===== config.mk =====
export PLATFORM = sky130hd
export DESIGN_NAME = prod_acc_round_flat
export DESIGN_NICKNAME = d
export VERILOG_FILES = /design/src/rtl/prod_acc_round_if.sv /design/src/rtl/prod_acc_round.sv /design/src/flat_wrapper.sv
export SDC_FILE = /design/constraint.sdc
export NUM_CORES = 1
export LEC_CHECK = 0
export ABC_CLOCK_PERIOD_IN_PS = 7240
export CAP_MARGIN = 10
export CORE_UTILIZATION = 63
export CTS_CLUSTER_SIZE = 8
export DETAILED_ROUTE_END_ITERATION = 7
export PLACE_DENSITY_LB_ADDON = 0.08
export SYNTH_ARGS = -nofsm -noshare
export SYNTH_HDL_FRONTEND = slang
export SYNTH_SLANG_ARGS = --single-unit

===== constraint.sdc =====
create_clock -name clk -period 7.24 [get_ports clk]
set_clock_uncertainty 0.1 [all_clocks]
set_input_delay 1.81 -clock clk [delete_from_list [all_inputs] [get_ports clk]]
set_output_delay 1.81 -clock clk [all_outputs]
set_load 0.02 [all_outputs]

===== src/rtl/prod_acc_round_if.sv =====
// Handshake bundle between the multiplier bank, the accumulate/round stage and the sample consumer.
interface prod_acc_round_if #(
   parameter int IN_W  = 24,
   parameter int OUT_W = 16
) ();
   logic                    in_valid;
   logic                    in_ready;
   logic signed [IN_W-1:0]  in_data;
   logic                    out_valid;
   logic                    out_ready;
   logic signed [OUT_W-1:0] out_data;
   logic                    out_sat;

   modport slave (
      input  in_valid, in_data, out_ready,
      output in_ready, out_valid, out_data, out_sat
   );

   modport master (
      output in_valid, in_data, out_ready,
      input  in_ready, out_valid, out_data, out_sat
   );
endinterface


===== src/rtl/prod_acc_round.sv =====
// Sums N signed products per block, rounds half-up, shifts right by SHIFT and
// saturates to a signed OUT_W sample held in a valid/ready output register.
module prod_acc_round #(
   parameter int N     = 8,
   parameter int IN_W  = 24,
   parameter int ACC_W = 27,
   parameter int SHIFT = 7,
   parameter int OUT_W = 16
) (
   input logic             clk,
   input logic             rst,
   prod_acc_round_if.slave bus
);
   localparam int CW = (N > 1) ? $clog2(N) : 1;
   localparam int RW = ACC_W + 2;
   localparam logic [CW-1:0]        LAST   = CW'(N - 1);
   localparam logic signed [RW-1:0] HALF   = RW'(1 <<< (SHIFT - 1));
   localparam logic signed [RW-1:0] SAT_HI = RW'((1 <<< (OUT_W - 1)) - 1);
   localparam logic signed [RW-1:0] SAT_LO = -SAT_HI - 1;

   typedef enum logic {ST_ACC, ST_STALL} state_t;

   state_t                  state;
   logic [CW-1:0]           cnt_q, cnt_d;
   logic signed [ACC_W-1:0] acc_q, acc_d;
   logic                    out_valid_q, out_valid_d;
   logic signed [OUT_W-1:0] out_data_q, out_data_d;
   logic                    out_sat_q, out_sat_d;

   logic                    last;
   logic                    in_ready;
   logic                    accept;
   logic signed [ACC_W-1:0] in_ext;
   logic signed [ACC_W:0]   sum;
   logic signed [RW-1:0]    rnd;
   logic signed [RW-1:0]    r;

   always_ff @(posedge clk or posedge rst) begin
      if (rst) begin
         cnt_q       <= '0;
         acc_q       <= '0;
         out_valid_q <= 1'b0;
         out_data_q  <= '0;
         out_sat_q   <= 1'b0;
      end else begin
         cnt_q       <= cnt_d;
         acc_q       <= acc_d;
         out_valid_q <= out_valid_d;
         out_data_q  <= out_data_d;
         out_sat_q   <= out_sat_d;
      end
   end

   always_comb begin
      cnt_d       = cnt_q;
      acc_d       = acc_q;
      out_valid_d = out_valid_q;
      out_data_d  = out_data_q;
      out_sat_d   = out_sat_q;

      last  = (cnt_q == LAST);
      // STALL is fully decoded from the held count, output occupancy and out_ready.
      state = (last && out_valid_q && !bus.out_ready) ? ST_STALL : ST_ACC;
      in_ready = (state == ST_ACC);
      accept   = bus.in_valid && in_ready;

      in_ext = {{(ACC_W - IN_W){bus.in_data[IN_W-1]}}, bus.in_data};
      sum    = {acc_q[ACC_W-1], acc_q} + {in_ext[ACC_W-1], in_ext};
      rnd    = {sum[ACC_W], sum} + HALF;
      r      = rnd >>> SHIFT;

      if (out_valid_q && bus.out_ready)
         out_valid_d = 1'b0;

      if (accept) begin
         if (cnt_q == '0)
            acc_d = in_ext;
         else
            acc_d = sum[ACC_W-1:0];

         if (last) begin
            cnt_d       = '0;
            out_valid_d = 1'b1;
            if (r > SAT_HI) begin
               out_data_d = SAT_HI[OUT_W-1:0];
               out_sat_d  = 1'b1;
            end else if (r < SAT_LO) begin
               out_data_d = SAT_LO[OUT_W-1:0];
               out_sat_d  = 1'b1;
            end else begin
               out_data_d = r[OUT_W-1:0];
               out_sat_d  = 1'b0;
            end
         end else begin
            cnt_d = cnt_q + 1'b1;
         end
      end
   end

   assign bus.in_ready  = in_ready;
   assign bus.out_valid = out_valid_q;
   assign bus.out_data  = out_data_q;
   assign bus.out_sat   = out_sat_q;
endmodule


===== src/flat_wrapper.sv =====
// flat-port wrapper written by rule: the top's interface ports become plain ports
module prod_acc_round_flat 
#(
   parameter int N     = 8,
   parameter int IN_W  = 24,
   parameter int ACC_W = 27,
   parameter int SHIFT = 7,
   parameter int OUT_W = 16
)
  (clk, rst, bus_in_valid, bus_in_data, bus_out_ready, bus_in_ready, bus_out_valid, bus_out_data, bus_out_sat);
  prod_acc_round_if #(.IN_W(IN_W), .OUT_W(OUT_W)) bus_i ();
  input logic clk;
  input logic rst;
  input wire logic [$bits(bus_i.in_valid)-1:0] bus_in_valid;
  input wire logic [$bits(bus_i.in_data)-1:0] bus_in_data;
  input wire logic [$bits(bus_i.out_ready)-1:0] bus_out_ready;
  output wire logic [$bits(bus_i.in_ready)-1:0] bus_in_ready;
  output wire logic [$bits(bus_i.out_valid)-1:0] bus_out_valid;
  output wire logic [$bits(bus_i.out_data)-1:0] bus_out_data;
  output wire logic [$bits(bus_i.out_sat)-1:0] bus_out_sat;
  assign bus_i.in_valid = bus_in_valid;
  assign bus_i.in_data = bus_in_data;
  assign bus_i.out_ready = bus_out_ready;
  assign bus_in_ready = bus_i.in_ready;
  assign bus_out_valid = bus_i.out_valid;
  assign bus_out_data = bus_i.out_data;
  assign bus_out_sat = bus_i.out_sat;
  prod_acc_round #(.N(N), .IN_W(IN_W), .ACC_W(ACC_W), .SHIFT(SHIFT), .OUT_W(OUT_W)) u_core (.clk(clk), .rst(rst), .bus(bus_i));
endmodule

==> results by group <==
GRT
  • Met3 Usage GRT: 4.235%
  • Initial antenna violation count: 0
  • Most Crowded Layer GR: met2
  • Via count of the first global-routing pass: 3992
  • Met2 Use GR: 55.20%
  • GR Util met1: 39.25%
  • Overflow after GRT: 0
  • First-pass GRT wire length: 18290 um
  • Gr usage total: 31.20%
  • Largest net degree at the start of global routing: 58

Power
  • Max VDD drop: 263.0 uV
  • Int Pwr: 0.001272 W
  • Clock power share: 8.2%
  • Pwr/cell area: 519.7 mW/mm2
  • Switch share: 51.07%
  • Psw: 0.001328 W
  • Seq pwr share: 18.1%
  • Leak: 2.095 nW
  • Combinational power share: 73.7%

STA
  • Final hold vios: 0
  • TNS Setup: 0 ns
  • Slew HR: 22.42%
  • Final period util: 84.76%
  • Endpoints failing setup: 0
  • Max Clk Rate: 162.9 MHz
  • Min Hold Slack: 0.3942 ns
  • Pins Over Slew Limit: 0
  • Fin crit period: 6.137 ns
  • Worst-margin pin slew: 1.159 ns
  • RSZ-0062 raised after global routing: no

Finish
  • # nets final: 626
  • Design Area, Final: 0.005002 mm2
  • Area grow syn2layout: 13.74%
  • Antenna Cells: 0
  • Fill cell total of the finished layout: 542
  • Commonest non-fill, non-tap cells in the layout: nand2_1 (65), dfrtp_1 (48), a21oi_1 (46), clkdlybuf4s50_1 (46), nor2_1 (45)
  • Share of layout cells above drive strength 1: 7.055%
  • Most common cell after layout, fill and taps aside: nand2_1

Synthesis
  • Sequential cell area fraction in the yosys report: 27.31%
  • Synth Area in Compound Gates: 27.54%
  • Yosys reg bits: 48
  • Syn Inst Count: 528
  • Number of synthesized flops with an enable pin: 0
  • Synth Cell Area: 0.004398 mm2
  • Post-synth ARST share: 100.0%
  • Largest family of logic cells by synthesized area: compound AO/OA/AOI/OAI gates
  • Area share of the largest cell type after synthesis: 27.31%
  • Post-synthesis net count: 588
  • Synth area leader: dfrtp_1
  • Post-synthesis adder-cell area fraction: 9.275%
  • Yosys warnings: 0
  • Post-synthesis xor/xnor area fraction: 6.714%
  • Mean Syn Cell Area: 8.329 um2
  • Simple-gate share of the synthesized area: 20.83%
  • Netlist cell types: 74
  • Main flop type after synthesis: dfrtp_1
  • Mux cell area share after synthesis: 4.552%
  • Synth top area cells: dfrtp_1 (27%), ha_1 (8.8%), nand2_1 (5.5%)

Floorplan
  • Die Span Y: 85.55 um
  • Starting Density: 65.09%
  • CORE AREA: 0.006756 mm2
  • Die extent in x: 85.55 um
  • Die area: 0.007319 mm2
  • # IOs: 47
  • Row cnt: 30

Route
  • Avg WL per Cell: 16.74 um
  • WL final: 10830 um
  • DRT antenna net count: 0
  • Vias per std cell: 6.275
  • Initial drt markers: 241
  • DRC Markers: 0
  • Via count: 4060
  • Drt pass-1 iters: 4

Clock network
  • Hold buffer count at CTS: 0
  • Post-CTS setup buffer count: 0
  • Clk sinks: 48
  • TritonCTS clock tree: built
  • Number of buffers created by CTS: 5
  • Clk Latency, worst-skew pair: 0.32 ns
  • CTS root buf: clkbuf_8
  • Max clock buf depth: 2
  • CTS HTree Levels: 2
  • CTS-repair resized insts: 0
  • Worst-path clk slew: 0.09 ns

Worst hold path
  • Worst Hold Depth: 2
  • Worst min path class: reg2reg
  • WHS Endpoint: u_core.acc_q[10]$_DFFE_PP0P_
  • Hold path startpoint: u_core.acc_q[10]$_DFFE_PP0P_

Critical path
  • Arr. time, crit path: 6.28 ns
  • Crit start category: primary input
  • R2r endpoint: u_core.bus.out_data[12]$_DFFE_PP0P_
  • Worst reg2reg startpoint: u_core.acc_q[0]$_DFFE_PP0P_
  • Crit Path Max Fanout: 10
  • R2R depth: 15
  • CP required: 7.38 ns
  • Worst setup path class: in2reg
  • FF-to-FF setup slack: 2.73 ns
  • Crit path launch: bus_in_data[0]
  • Crit end category: flop

Placed design
  • DP HPWL: 8175 um
  • GPL Wtd Cong: 0.9324
  • IO Port Bufs: 46
  • DP Area: 0.004886 mm2

Flow run
  • Max cap viols: 0

Run status
  • Outcome: finished clean
[layer usage]
metal	part of all wire [%]	vias up
met2	50	99
met5	0	-
met3	4.6	25
met4	2.2	0
li1	-	2006
met1	43	1930
[synthesized netlist by cell type, types with 4 or more instances]
master	instances
o21ai_0	39
nor2b_1	4
and2_1	7
o211ai_1	7
mux2i_1	20
buf_2	4
ha_1	31
xnor2_1	14
o21a_1	8
nor2_1	45
a21boi_0	4
nand3_1	13
inv_1	13
dfrtp_1	48
a21oi_1	46
o32a_1	7
nand4_1	4
clkbuf_1	10
and3_1	7
nor3_1	14
nand2b_1	5
o21ai_1	14
a21o_1	10
xor2_1	16
nand2_1	65
[how the worst max path moves through the flow]
stage,end,depth (start not counted)
floorplan,u_core.bus.out_data[10]$_DFFE_PP0P_,14
global placement,u_core.bus.out_data[12]$_DFFE_PP0P_,16
detailed placement,u_core.bus.out_data[12]$_DFFE_PP0P_,16
CTS,u_core.bus.out_data[0]$_DFFE_PP0P_,16
global route,u_core.bus.out_data[12]$_DFFE_PP0P_,16
finish,u_core.bus.out_data[12]$_DFFE_PP0P_,16
[cells by family (layout without fill, tap and decap cells)]
logic type	count (synthesis)	count (layout)
and+or+nand+nor	186	186
AOI/OAI and AO/OA	176	176
DFF	48	48
buffers and inverters	34	73
adders and majority gates	32	32
xor gates and xnor gates	32	32
muxes	20	20
[power by group through the flow]
stage / clock network [W] / registers (W) / logic (W)
floorplan: 0 / 0.000518 / 0.00137
global placement: 0 / 0.000470 / 0.00183
detailed placement: 0 / 0.000477 / 0.00188
CTS: 0.000214 / 0.000471 / 0.00190
global route: 0.000226 / 0.000484 / 0.00210
finish: 0.000212 / 0.000471 / 0.00192
[worst max-delay path, cell delays in order]
cell,delay [ns]
clkdlybuf4s50_1,0.49
ha_1,0.21
inv_1,0.06
fa_1,0.38
nand2b_1,0.21
a21o_1,0.22
a21o_1,0.18
a21boi_1,0.28
nor4b_1,0.10
nor3_1,0.71
and3_1,0.33
and4_1,0.22
nand2_1,0.10
o21ai_1,0.60
o21ai_1,0.19
a21oi_1,0.18
[metrics by stage]
step / total power (W) / instances / setup slack, ns / util [%]
6_report: 0.002600 / 647 / 1.103 / 74.04
5_1_grt: 0.002813 / 647 / 0.8715 / 74.04
4_1_cts: 0.002581 / 647 / 1.180 / 74.04
3_5_place_dp: 0.002358 / 639 / 0.8885 / 72.31
3_3_place_gp: 0.002304 / 639 / 0.9956 / 72.31
2_1_floorplan: 0.001890 / 528 / 1.931 / -
[cell type report]
| type | count | area (um2) | share of cell area (%) |
|---|---|---|---|
| clock buffers | 5 | 68.82 | 1.376 |
| well taps | 80 | 100.1 | 2.001 |
| inverters | 13 | 48.80 | 0.9755 |
| multi-input cells | 446 | 3030 | 60.58 |
| flip-flops and latches | 48 | 1201 | 24.01 |
| clock inverters | 3 | 47.55 | 0.9505 |
| repair buffers | 52 | 505.5 | 10.11 |
[sequential cells by signal, indices dropped and copies added, names as in the netlist]
| name | count |
|---|---|
| u_core.acc_q | 27 |
| u_core.bus.out_data | 16 |
| u_core.cnt_q | 3 |
| u_core.bus.out_sat | 1 |
| u_core.bus.out_valid | 1 |
No activity file was read; power rests on OpenSTA's default activity.
